File: src/rtl/benes_ctrl_loader_pkg.sv
// benes_ctrl_loader_pkg: shared sizing helpers and loader state encoding
package benes_ctrl_loader_pkg;
  typedef enum logic [1:0] {IDLE, LOAD, FULL, ARMED} benes_ld_state_t;
  function automatic int benes_ctrl_bits(int n);
    return (2 * $clog2(n) - 1) * (n / 2);
  endfunction
  function automatic int benes_beats(int n, int w);
    return (benes_ctrl_bits(n) + w - 1) / w;
  endfunction
endpackage

File: src/rtl/benes_ctrl_loader.sv
// benes_ctrl_loader: assembles Benes switch settings in a shadow and swaps them in at a frame boundary
module benes_ctrl_loader
  import benes_ctrl_loader_pkg::*;
#(
  parameter int N_PORTS = 8,
  parameter int CFG_W = 8,
  localparam int CTRL_BITS = benes_ctrl_bits(N_PORTS)
) (
  input  logic                 clk,
  input  logic                 rst,
  input  logic                 cfg_valid,
  output logic                 cfg_ready,
  input  logic [CFG_W-1:0]     cfg_data,
  input  logic                 cfg_last,
  input  logic                 commit_req,
  input  logic                 frame_start,
  output logic [CTRL_BITS-1:0] switch_set,
  output logic                 swap_done,
  output logic                 cfg_err,
  output logic                 armed
);
  localparam int BEATS = benes_beats(N_PORTS, CFG_W);
  localparam int CNT_W = $clog2(BEATS + 1);
  benes_ld_state_t state;
  logic [CNT_W-1:0] beat_cnt;
  logic [CTRL_BITS-1:0] shadow;
  logic beat_ok, last_beat;
  // handshake and framing decode from the current state
  always_comb begin
    cfg_ready = (state == IDLE) || (state == LOAD);
    armed = state == ARMED;
    beat_ok = cfg_valid && cfg_ready;
    last_beat = beat_cnt == CNT_W'(BEATS - 1);
  end
  // loader FSM, beat counter, shadow assembly and active-register swap
  always_ff @(posedge clk or posedge rst) begin
    if (rst) begin
      state <= IDLE;
      beat_cnt <= '0;
      shadow <= '0;
      switch_set <= '0;
      swap_done <= 1'b0;
      cfg_err <= 1'b0;
    end else begin
      swap_done <= 1'b0;
      cfg_err <= 1'b0;
      if (beat_ok) begin
        for (int i = 0; i < CTRL_BITS; i++)
          if (beat_cnt == CNT_W'(i / CFG_W)) shadow[i] <= cfg_data[i % CFG_W];
        if (cfg_last != last_beat) begin
          cfg_err <= 1'b1;
          beat_cnt <= '0;
          state <= IDLE;
        end else if (last_beat) begin
          beat_cnt <= '0;
          state <= FULL;
        end else begin
          beat_cnt <= beat_cnt + CNT_W'(1);
          state <= LOAD;
        end
      end
      if (state == FULL && commit_req) state <= ARMED;
      if (state == ARMED && frame_start) begin
        switch_set <= shadow;
        swap_done <= 1'b1;
        beat_cnt <= '0;
        state <= IDLE;
      end
    end
  end
endmodule

File: config.mk
export PLATFORM = sky130hd
export DESIGN_NAME = benes_ctrl_loader
export DESIGN_NICKNAME = d
export VERILOG_FILES = /design/src/rtl/benes_ctrl_loader_pkg.sv /design/src/rtl/benes_ctrl_loader.sv
export SDC_FILE = /design/constraint.sdc
export NUM_CORES = 1
export LEC_CHECK = 0
export CORE_MARGIN = 2
export CORE_UTILIZATION = 53
export CTS_CLUSTER_DIAMETER = 60
export CTS_CLUSTER_SIZE = 16
export DETAILED_ROUTE_END_ITERATION = 10
export PLACE_DENSITY_LB_ADDON = 0.3
export SETUP_SLACK_MARGIN = 0.15
export SLEW_MARGIN = 20
export SYNTH_ARGS = -nofsm -noshare
export SYNTH_HDL_FRONTEND = slang
export SYNTH_SLANG_ARGS = --single-unit
export TNS_END_PERCENT = 30
File: constraint.sdc
create_clock -name clk -period 2.7 [get_ports clk]
set_clock_uncertainty 0.2 [all_clocks]
set_input_delay 0.675 -clock clk [delete_from_list [all_inputs] [get_ports clk]]
set_output_delay 0.675 -clock clk [all_outputs]
set_load 0.005 [all_outputs]
-- Yosys cells after proc, flatten, opt, wreduce, memory -nomap -nowiden
Index checks and enable logic that the tools add are counted.
- bits of input ports: 14
- logic and storage cells: 38
- flip-flop bits (word level): 46
- output and inout bits: 24
- eq/ne operators: 6
- $add $sub $neg: 1
- reductions and logical operators: 11
- multiplexer cells: 12
- operators with widths (kind ; count):
    $mux 2 ; 9
    $eq 2x2->1 const B ; 3
    $reduce_and 2->1 ; 3
    $eq 2x1->1 const B ; 2
    $logic_not 2->1 ; 2
    $logic_and 1x1->1 ; 3
    $mux 1 ; 3
    $reduce_bool 3->1 ; 1
    $add 2x1->2 const B ; 1
    $reduce_bool 2->1 ; 1
    $logic_or 1x1->1 ; 1
    $ne 1x1->1 ; 1

-- Logic depth before layout (Yosys ltp)
- word-level depth: 6
- mapped depth: 5
- mapped depth without buffers: 3

-- Worst setup path after synthesis
OpenSTA, ideal clock, no wires.
- path type: input -> register
- from: in cfg_valid
- to: reg shadow[0]
- stages on the path: 3
- path buffers: 0
- setup time: 125 ps
- path slack: 996 ps
- arrival: 1379 ps
- required time: 2375 ps
- path through: nand2b_4 -> nor3_4 -> mux2_2
- word-level cells in the longest chain between the ends: 2
- RTL lines (what ; RTL line ; RTL):
    from (decl) ; benes_ctrl_loader.sv:11 ; input logic cfg_valid,
    $logic_and 1x1->1 ; benes_ctrl_loader.sv:32 ; beat_ok = cfg_valid && cfg_ready;
    $reduce_and 2->1 (no source line) ; n/a ;
    to (signal, indexed assignment) ; benes_ctrl_loader.sv:49 ; if (beat_cnt == CNT_W'(i / CFG_W)) shadow[i] <= cfg_data[i % CFG_W];
    to (decl) ; benes_ctrl_loader.sv:26 ; logic [CTRL_BITS-1:0] shadow;
Every way passes these cells.
A chain may end at the register's enable or synchronous reset.

-- Final worst setup path
- from: reg state[1]
- to: out armed
- word-level cells in the longest chain between the ends: 1
- RTL lines (what ; RTL line ; RTL):
    from (decl) ; benes_ctrl_loader.sv:24 ; benes_ld_state_t state;
    from (signal assigned) ; benes_ctrl_loader.sv:38 ; state <= IDLE;
    from (signal assigned) ; benes_ctrl_loader.sv:53 ; state <= IDLE;
    from (signal assigned) ; benes_ctrl_loader.sv:56 ; state <= FULL;
    $eq 2x2->1 ; benes_ctrl_loader.sv:31 ; armed = state == ARMED;
    to (decl) ; benes_ctrl_loader.sv:20 ; output logic armed
Every way passes these cells.

==> summary.txt <==
Crit-path slowest cell: dfrtp_1
Total of hold buffers inserted after clock tree synthesis: 0
Register-to-Register Path Depth: 3
CTS max path bufs: 2
Fmax: 0.415 GHz
Largest net degree at the start of global routing: 47
Vias in the first global route: 1150
Required time of the critical path: 1.82 ns
Met2 track demand over resource in global routing: 31.8%
Terminus of the critical flop-to-flop path: shadow[5]
FF-to-FF Start: state[1]
Count of buffers inserted at the top-level ports: 37
Starting density of the core: 54.6%
Hold endpoint: switch_set[12]
Post-synth design cell area: 1790 µm²
Total of flip-flops plus latches after synthesis: 46
Latest clock arrival within the worst-skew pair: 0.36 ns
Global-route wire length before repair: 5600 µm
Part of the Yosys area used for sequential elements: 64.2%
Leak: 1.01 nW
Per-cell routed wire length: 15.8 µm
Fraction of the cycle the final worst path needs: 89.3%
Row Count: 21
Number of warnings printed during yosys synthesis: 0
Area added between synthesis and finish: 27.4%
Type of the setup path with the least slack: reg -> out
Sum of negative setup slack: 0 ns
Total number of clock tree sinks: 46
Sequence of cells on the critical path: and2_1 > clkdlybuf4s50_1
ANT nets after route: 0
DRC violations left: 0
Combinational share of power: 37.0%
VDD IR-drop max: 0.000605 V
Max cap viols: 0
Filler cell count in the final layout: 235
Sort of element at the start of the critical path: register
Number of cells traversed by the worst hold path: 1
Number of cells produced by synthesis: 116
Layout cell share with drive strength beyond 1: 34.2%
Number of gates resized after CTS: 0
Die height: 62.1 µm
Status: finished, final reports clean
Buffer count from post-CTS setup fixing: 0
Slack of the worst reg-to-reg path: 0.92 ns
Final wirelength: 3280 µm
Critical path arrival: 1.54 ns
Time the worst path needs with I/O delays and setup: 2.41 ns
GRT Residual Overflow: 0
Fin util: 69.5%
Unrepaired setup endpoints after global routing: false
Final worst hold slack: 0.319 ns
Net switching power of the design: 0.000706 W
Final weighted congestion in routability-driven placement: 0.823
Clk pin slew, worst setup/hold paths: 0.14 ns
Number of vias in the routed layout: 1099
Power per cell area: 1070 nW/µm²
Library cell used as clock root buffer: clkbuf_4
Number of enable flip-flop cells after synthesis: 0
Sw frac: 28.9%
Buffers & Inverters on Critical Path: 1
Number of design-rule violations left by the first detailed-router iteration: 61
Die X-Extent: 62.1 µm
Synth async-reset ratio: 100%
Path class of the lowest-slack min-delay path: reg -> reg
Router iterations before antenna repair: 4
Average via count per standard cell: 5.31
Relative slew slack: 62.6%
Global-route met3 utilization: 6.16%
Final setup violating endpoints: 0
Slew at the pin closest to its max-slew limit: 0.561 ns
Crit path capture type: primary output
Synthesized area divided by synthesized cell count: 15.4 µm²
Clock H-tree levels: 2
Top cell type by total area after synthesis: dfrtp_1
Family of cells with the greatest summed delay on the critical path: flip-flops
Detailed placer's ending HPWL: 2300 µm
Count of final hold-check violations: 0
Largest fanout on the critical path: 10
Hold path start: switch_set[12]
CTS tree: done
Dominant synthesized flop cell: dfrtp_1
Core ar.: 3280 µm²
Slowest stage delay, CP: 0.52 ns
Final Net Count: 174
Part of the total power dissipated in sequential elements: 49.7%
Cell-internal power: 0.00173 W
Clock Power Share: 13.3%
Antenna diode instance count: 0
Top-area cell type share of the netlist area: 64.2%
Antenna violations before repair: 0
TritonCTS buffer count: 5
Mapped Nets: 130
Post-synth cell types: 20
Ports: 38
Max-slew violations: 0
Cell types occupying the most area after synthesis: dfrtp_1 (64%), mux2_2 (25%), inv_1 (1.0%)
Met1 capacity usage during global routing: 23.1%
Peak-usage layer in the global routing report: met2
GRT Resource Usage Total: 18.7%
Overall die area: 3860 µm²
[worst register-to-register path: cells and delay by family, from the launching register on]
kind             cells  cell delay, ns
multiplexers         1            0.39
flip-flops           1            0.50
AND/OR/NAND/NOR      2            0.58
[state kept, by name, indices dropped and copies added, names as in the netlist]
signal	flops
shadow	20
switch_set	20
beat_cnt	2
state	2
cfg_err	1
swap_done	1
[routing by layer]
layer / wire (µm) / share of wire [%]
met1: 1410 / 43
met2: 1700 / 52
met3: 125 / 3.8
met4: 36 / 1.1
met5: 0 / 0
[stage by stage]
stage               setup WS [ns]  total power, W  area, µm²  instances
floorplan                   0.737         0.00168       1790        116
global placement            0.341         0.00208       2220        199
detailed placement          0.267         0.00214       2220        199
CTS                         0.285         0.00246       2280        207
global route                0.216         0.00260       2280        207
finish                      0.290         0.00244       2280        207
[Yosys cell counts, types with 2 or more instances]
| cell type | n |
|---|---|
| inv_1 | 5 |
| nand2_1 | 2 |
| nor2b_1 | 3 |
| o21ai_0 | 2 |
| dfrtp_1 | 46 |
| nand3_1 | 2 |
| buf_2 | 3 |
| mux2_2 | 40 |
| nor2_1 | 2 |
[cell families after synthesis]
group	after synthesis	synth area share, %
DFF	46	64.2
muxes	40	25.1
and+or+nand+nor	13	4.82
buffers and inverters	9	2.51
AOI/OAI and AO/OA	7	2.79
xor gates and xnor gates	1	0.489
[layout make-up]
type | count | area, µm² | share of cell area (%)
flip-flops and latches | 46 | 1150 | 50.4
multi-input cells | 61 | 596 | 26.1
repair buffers | 41 | 400 | 17.5
well taps | 46 | 57.6 | 2.52
clock inverters | 3 | 21.3 | 0.932
inverters | 5 | 18.8 | 0.822
clock buffers | 5 | 37.5 | 1.64
[worst max-delay path by stage]
stage / start / to / slack, ns / cells past startpoint
CTS: state[1] / armed / 0.28 / 2
global placement: cfg_valid / shadow[4] / 0.34 / 4
global route: state[1] / armed / 0.22 / 2
finish: state[1] / armed / 0.29 / 2
floorplan: rst / beat_cnt[0] / 0.74 / 1
detailed placement: cfg_valid / shadow[0] / 0.27 / 4
[power groups by stage]
stage          sequential, W  clock [W]  combinational (W)
4_1_cts              0.00121   0.000334           0.000918
2_1_floorplan        0.00118          0           0.000504
3_3_place_gp         0.00120          0           0.000879
5_1_grt              0.00126   0.000364           0.000975
3_5_place_dp         0.00123          0           0.000914
6_report             0.00121   0.000324           0.000903
[layout by cell type (no fill, tap or decap)]
cell type,count
xnor2_1,1
buf_4,4
a22oi_1,1
and2_1,1
o21ai_0,2
inv_1,4
clkdlybuf4s50_1,37
nand2b_4,1
inv_2,1
mux2_2,40
clkbuf_4,5
o41ai_1,1
clkinv_2,1
a21oi_1,1
nor2_1,2
clkinv_4,1
nor3_4,1
nand3_1,2
nand2b_1,1
a221oi_1,1
dfrtp_1,46
clkinvlp_4,1
a32o_1,1
nand2_1,2
nor2b_1,3
Note: power is estimated with default switching activity, not from simulation.
